[config.mk]
export PLATFORM = sky130hd
export DESIGN_NAME = data_sync_arbiter
export DESIGN_NICKNAME = d
export VERILOG_FILES = /design/src/rtl/sync_arb_pkg.sv /design/src/rtl/sync_arb_picker.sv /design/src/rtl/data_sync_arbiter.sv
export SDC_FILE = /design/constraint.sdc
export NUM_CORES = 1
export LEC_CHECK = 0
export ABC_AREA = 0
export CORE_UTILIZATION = 40
export CTS_BUF_LIST = sky130_fd_sc_hd__clkbuf_4
export CTS_CLUSTER_DIAMETER = 150
export DETAILED_ROUTE_END_ITERATION = 16
export DONT_BUFFER_PORTS = 1
export SLEW_MARGIN = 20
export SYNTH_ARGS = -nofsm -noshare
export SYNTH_HDL_FRONTEND = slang
export SYNTH_HIERARCHICAL = 1
export SYNTH_SLANG_ARGS = --single-unit
[constraint.sdc]
create_clock -name clk_i -period 1.95 [get_ports clk_i]
set_input_delay 0.39 -clock clk_i [delete_from_list [all_inputs] [get_ports clk_i]]
set_output_delay 0.39 -clock clk_i [all_outputs]
set_load 0.01 [all_outputs]
[src/rtl/sync_arb_pkg.sv]
// ============================================================================
// Module      : sync_arb_pkg
// Description : Shared types and sizing helpers for the synchronizer arbiter.
// Revision    : 1.0 - initial release
// ============================================================================
`default_nettype none

package sync_arb_pkg;

    typedef enum logic [1:0] {
        ST_IDLE = 2'd0,
        ST_HOLD = 2'd1,
        ST_GAP  = 2'd2
    } state_t;

    function automatic int idx_width(input int n);
        return (n <= 1) ? 1 : $clog2(n);
    endfunction

    // Counter loads HOLD-1 / GAP-1, so clog2 of the larger value suffices.
    function automatic int cnt_width(input int hold, input int gap);
        int m;
        m = (hold > gap) ? hold : gap;
        return (m <= 1) ? 1 : $clog2(m);
    endfunction

endpackage

`default_nettype wire

[src/rtl/sync_arb_picker.sv]
// ============================================================================
// Module      : sync_arb_picker
// Description : Combinational winner selection. Round-robin starting after
//               the pointer when SYNC_ARB_RR_EN is defined, else fixed
//               priority (lowest index wins).
// Revision    : 1.0 - initial release
// ============================================================================
`default_nettype none

module sync_arb_picker
    import sync_arb_pkg::*;
#(
    parameter int NUM_REQ = 4,
    parameter int IDX_W   = 2
) (
    input  logic [NUM_REQ-1:0] req_i,
`ifdef SYNC_ARB_RR_EN
    input  logic [IDX_W-1:0]   ptr_i,
`endif
    output logic [NUM_REQ-1:0] onehot_o,
    output logic [IDX_W-1:0]   idx_o,
    output logic               any_o
);

`ifdef SYNC_ARB_RR_EN
    logic found;

    always_comb begin
        found = 1'b0;
        idx_o = '0;
        for (int k = 1; k <= NUM_REQ; k++) begin
            int c;
            c = (int'(ptr_i) + k) % NUM_REQ;
            if (!found && req_i[c]) begin
                found = 1'b1;
                idx_o = IDX_W'(c);
            end
        end
    end
`else
    always_comb begin
        idx_o = '0;
        for (int k = NUM_REQ - 1; k >= 0; k--) begin
            if (req_i[k]) begin
                idx_o = IDX_W'(k);
            end
        end
    end
`endif

    always_comb begin
        any_o    = |req_i;
        onehot_o = '0;
        if (any_o) begin
            onehot_o[idx_o] = 1'b1;
        end
    end

endmodule

`default_nettype wire

[src/rtl/data_sync_arbiter.sv]
// ============================================================================
// Module      : data_sync_arbiter
// Description : Shares one bus-synchronizer channel among NUM_REQ requesters:
//               grant, hold data/enable HOLD_CYCLES, then force an enable-low
//               gap. Macro SYNC_ARB_RR_EN selects round-robin arbitration.
// Revision    : 1.0 - initial release
// ============================================================================
`default_nettype none

module data_sync_arbiter
    import sync_arb_pkg::*;
#(
    parameter int NUM_REQ     = 4,
    parameter int BUS_WIDTH   = 8,
    parameter int HOLD_CYCLES = 5,
    parameter int GAP_CYCLES  = 2
) (
    input  logic                           clk_i,
    input  logic                           rst_i,
    input  logic [NUM_REQ-1:0]             req_i,
    input  logic [NUM_REQ*BUS_WIDTH-1:0]   req_data_i,
    output logic [NUM_REQ-1:0]             gnt_o,
    output logic [idx_width(NUM_REQ)-1:0]  active_id_o,
    output logic                           busy_o,
    output logic [BUS_WIDTH-1:0]           unsync_bus_o,
    output logic                           bus_enable_o
);

    localparam int IDX_W = idx_width(NUM_REQ);
    localparam int CNT_W = cnt_width(HOLD_CYCLES, GAP_CYCLES);

    state_t               state_q, state_d;
    logic [CNT_W-1:0]     cnt_q, cnt_d;
    logic [BUS_WIDTH-1:0] bus_q, bus_d;
    logic                 be_q, be_d;
    logic [NUM_REQ-1:0]   gnt_q, gnt_d;
    logic [IDX_W-1:0]     id_q, id_d;
    logic                 busy_q, busy_d;

    logic [NUM_REQ-1:0]   pick_onehot;
    logic [IDX_W-1:0]     pick_idx;
    logic                 pick_any;

`ifdef SYNC_ARB_RR_EN
    logic [IDX_W-1:0]     ptr_q, ptr_d;
`endif

    sync_arb_picker #(
        .NUM_REQ (NUM_REQ),
        .IDX_W   (IDX_W)
    ) u_picker (
        .req_i    (req_i),
`ifdef SYNC_ARB_RR_EN
        .ptr_i    (ptr_q),
`endif
        .onehot_o (pick_onehot),
        .idx_o    (pick_idx),
        .any_o    (pick_any)
    );

    always_comb begin
        state_d = state_q;
        cnt_d   = cnt_q;
        bus_d   = bus_q;
        be_d    = be_q;
        gnt_d   = '0;
        id_d    = id_q;
        busy_d  = busy_q;
`ifdef SYNC_ARB_RR_EN
        ptr_d   = ptr_q;
`endif
        case (state_q)
            ST_IDLE: begin
                be_d = 1'b0;
                if (pick_any) begin
                    bus_d   = req_data_i[int'(pick_idx)*BUS_WIDTH +: BUS_WIDTH];
                    be_d    = 1'b1;
                    gnt_d   = pick_onehot;
                    id_d    = pick_idx;
                    busy_d  = 1'b1;
                    cnt_d   = CNT_W'(HOLD_CYCLES - 1);
                    state_d = ST_HOLD;
`ifdef SYNC_ARB_RR_EN
                    ptr_d   = pick_idx;
`endif
                end
            end
            ST_HOLD: begin
                if (cnt_q == '0) begin
                    be_d    = 1'b0;
                    cnt_d   = CNT_W'(GAP_CYCLES - 1);
                    state_d = ST_GAP;
                end else begin
                    cnt_d = cnt_q - CNT_W'(1);
                end
            end
            ST_GAP: begin
                if (cnt_q == '0) begin
                    busy_d  = 1'b0;
                    state_d = ST_IDLE;
                end else begin
                    cnt_d = cnt_q - CNT_W'(1);
                end
            end
            default: begin
                state_d = ST_IDLE;
                be_d    = 1'b0;
                busy_d  = 1'b0;
            end
        endcase
    end

    always_ff @(posedge clk_i) begin
        if (rst_i) begin
            state_q <= ST_IDLE;
            cnt_q   <= '0;
            bus_q   <= '0;
            be_q    <= 1'b0;
            gnt_q   <= '0;
            id_q    <= '0;
            busy_q  <= 1'b0;
        end else begin
            state_q <= state_d;
            cnt_q   <= cnt_d;
            bus_q   <= bus_d;
            be_q    <= be_d;
            gnt_q   <= gnt_d;
            id_q    <= id_d;
            busy_q  <= busy_d;
        end
    end

`ifdef SYNC_ARB_RR_EN
    // Pointer resets to the last index so requester 0 is searched first.
    always_ff @(posedge clk_i) begin
        if (rst_i) begin
            ptr_q <= IDX_W'(NUM_REQ - 1);
        end else begin
            ptr_q <= ptr_d;
        end
    end
`endif

    assign gnt_o        = gnt_q;
    assign active_id_o  = id_q;
    assign busy_o       = busy_q;
    assign unsync_bus_o = bus_q;
    assign bus_enable_o = be_q;

endmodule

`default_nettype wire
==> flow_summary_export.csv <==
group,metric,value,unit
outcome,status,"finished clean",
yosys,ys_warn_count,6,
global_routing,gr-total-overflow,0,
clocking,cts_sinks,21,
global_routing,grt_pass1_wl,3.76,mm
timing,slew_violations,0,
clocking,clk_path_buf_depth,2,
yosys,synth_nets,172,
critical_path,critPathMaxStageDelay,0.48,ns
yosys,yosysTopAreaCell,"dfxtp_1",
yosys,avgSynthCellArea,8.97,sq um
critical_path,crit_buf_inv,1,
final_layout,syn2layout_area_growth,6.15,%
timing,timing.hold.ws,0.119,ns
die,die_h,55.4,um
die,io_pins,54,
yosys,syn-cell-area,0.00114,sq mm
timing,final.setup_skew,0.00198,ns
die,die-area,0.00306,sq mm
yosys,synth_seq_area_share,0.369,
route,drc,0,
timing,tightest_slew,0.491,ns
place,gp_congestion,0.801,
final_layout,nets,174,
yosys,synth.area.top_cells,"dfxtp_1 37%, mux4_2 16%, a21oi_1 7.9%",
clocking,cts_tree,"built",
job,max-cap-violations,0,
die,core,0.00259,sq mm
route,routed_via_density,5.82,
timing,fin_tns_setup,0,ns
critical_path,cpMaxStageDelayCell,"or4b_1",
route,ant_nets,0,
critical_path,cp-end-kind,"flip-flop",
critical_path,reg2reg_depth,6,
critical_path,cp_top_family,"simple AND/OR/NAND/NOR gates",
global_routing,antenna_found_initial,0,
clocking,h-tree-depth,1,
timing,setup_viol,0,
critical_path,crit_required,2.21,ns
pwr,ir_drop,499,uV
place,dp_hpwl,1.75,mm
pwr,powerDensity,1280,mW/mm^2
route,wl_per_cell,14.8,um
yosys,yosys.area.top_type_share,0.369,
critical_path,cp.depth,6,
route,drt_wl_total,2.34,mm
yosys,syn_inst,127,
hold_path,hp-class,"primary input to flip-flop",
timing,finalCritPeriodShare,0.928,
die,rows,18,
route,drt_iter0_markers,13,
clocking,clkTransAtPathRegs,0.12,ns
clocking,clk_latency,0.32,ns
clocking,cts_buffers,3,
hold_path,hold_path_depth,1,
place,port-buffer-count,0,
final_layout,antennaDiodeCount,0,
final_layout,fill_cells,233,
pwr,power.leakage,0.000494,uW
global_routing,gr-usage-all-layers,0.157,
timing,hold_viol_final,0,
timing,fin_ws,0.141,ns
final_layout,drive_above_1_share,0.148,
timing,period_needed,1.81,ns
clocking,ctsRootBufferMaster,"clkbuf_4",
yosys,ys_types,26,
clocking,postCtsHoldBufs,0,
place,post-place-ws,0.0772,ns
die,die_w,55.4,um
route,routed-via-count,920,
critical_path,cp_max_fo,4,
critical_path,crit_arrival,2.07,ns
timing,slew_headroom,0.673,
timing,rsz0062_at_grt,"false",
route,drt-pass1-iter-count,4,
timing,max_freq,553,MHz
global_routing,grt_pass1_vias,842,
global_routing,grt_max_degree,19,
critical_path,cp_cell_sequence,"inv_1 > ha_1 > nor2b_1 > a211o_1 > or4b_1 > a21oi_1",
critical_path,worstSetupPathType,"flip-flop to flip-flop",
die,start_util,0.440,
yosys,synth-seq-cells,21,
critical_path,cp-start-kind,"flip-flop",
[routing by layer]
layer  track usage  wire, um  vias to the layer above
met1         0.186       979                      412
li1              -         -                      449
met4         0.104        83                        0
met2         0.253      1090                       50
met5             0         0                        -
met3        0.0375       184                        9
[synthesized netlist by cell type, drive strengths merged]
cell	number
and3	4
a211oi	2
buf	3
nor2b	2
mux4	8
or4b	1
nand3	1
a2bb2oi	1
nor2	8
mux2i	2
nor3	2
dfxtp	21
o2bb2ai	1
a21oi	18
clkbuf	3
inv	8
and2	2
nand2	24
ha	7
a211o	1
o22ai	1
a32o	1
nand2b	3
o21ai	3
[cell usage in the layout (no fill, tap or decap)]
cell type	instances
a211o_1	1
a21oi_1	18
and3_1	4
o2bb2ai_1	1
a211oi_1	2
o21ai_0	2
o22ai_1	1
and2_1	2
mux2i_1	2
ha_2	1
o21ai_1	1
nor2b_1	2
nor3_1	2
dfxtp_1	18
inv_1	8
clkbuf_4	3
a32o_1	1
nor2_1	8
a2bb2oi_1	1
ha_1	6
mux4_2	8
dfxtp_2	3
or4b_1	1
buf_4	3
clkinv_2	1
nand2_1	24
nand2b_1	3
nand3_1	1
[power by group]
part / leakage, uW / switching, uW / internal (uW)
Combinational: 0.000303 / 383 / 276
Clock: 0.0000177 / 145 / 76.9
Sequential: 0.000174 / 118 / 552
[cells by family (layout without fill, tap and decap cells)]
family	count (synthesis)	in the layout	synth area share
fa+ha+maj	7	7	0.0769
buf+inv	14	15	0.0473
mux	10	10	0.176
simple gates	47	47	0.188
compound gates	28	28	0.143
flops	21	21	0.369
[stage by stage]
step	instance area (sq um)	std cells	power, uW	util
after floorplan	1140	127	1180	-
after global placement	1170	153	1310	0.451
after detailed placement	1170	153	1320	0.451
after CTS	1190	157	1540	0.461
after global routing	1210	158	1680	0.467
final	1210	158	1550	0.467
[worst reg2reg max path, stage by stage, from the launching register on]
cell     delay (ns)
dfxtp_2        0.36
inv_1          0.06
ha_1           0.22
nor2b_1        0.18
a211o_1        0.32
or4b_1         0.48
a21oi_1        0.14
[cell type report]
cell class,count,area (sq um),area share
Timing Repair Buffer,3,22.5,0.0186
Inverter,8,30.0,0.0248
Sequential cell,21,424,0.351
Tap cell,30,37.5,0.0311
Multi-Input combinational cell,92,667,0.552
Clock inverter,1,5.00,0.00414
Clock buffer,3,22.5,0.0186
[sequential cells by signal, summed over array words and instances, names as in the netlist]
signal,cells
active_id_o,2
bus_enable_o,1
busy_o,1
cnt_q,3
gnt_o,4
state_q,2
unsync_bus_o,8
[path summary, 6_finish.rpt]
| kind | from | slack, ns | to |
|---|---|---|---|
| min | rst_i | 0.12 | unsync_bus_o[6]$_SDFFE_PP0P_ |
| max | cnt_q[0]$_SDFFE_PP0P_ | 0.14 | cnt_q[1]$_SDFFE_PP0P_ |
| max reg2reg | cnt_q[0]$_SDFFE_PP0P_ | 0.14 | cnt_q[1]$_SDFFE_PP0P_ |
| min reg2reg | cnt_q[1]$_SDFFE_PP0P_ | 0.46 | cnt_q[1]$_SDFFE_PP0P_ |
[repair_timing]
item                                    CTS  global route
setup buffers                             0             1
endpoints found under the setup margin    0             1
resized for setup                         0             4
No activity file was read; power rests on OpenSTA's default activity.
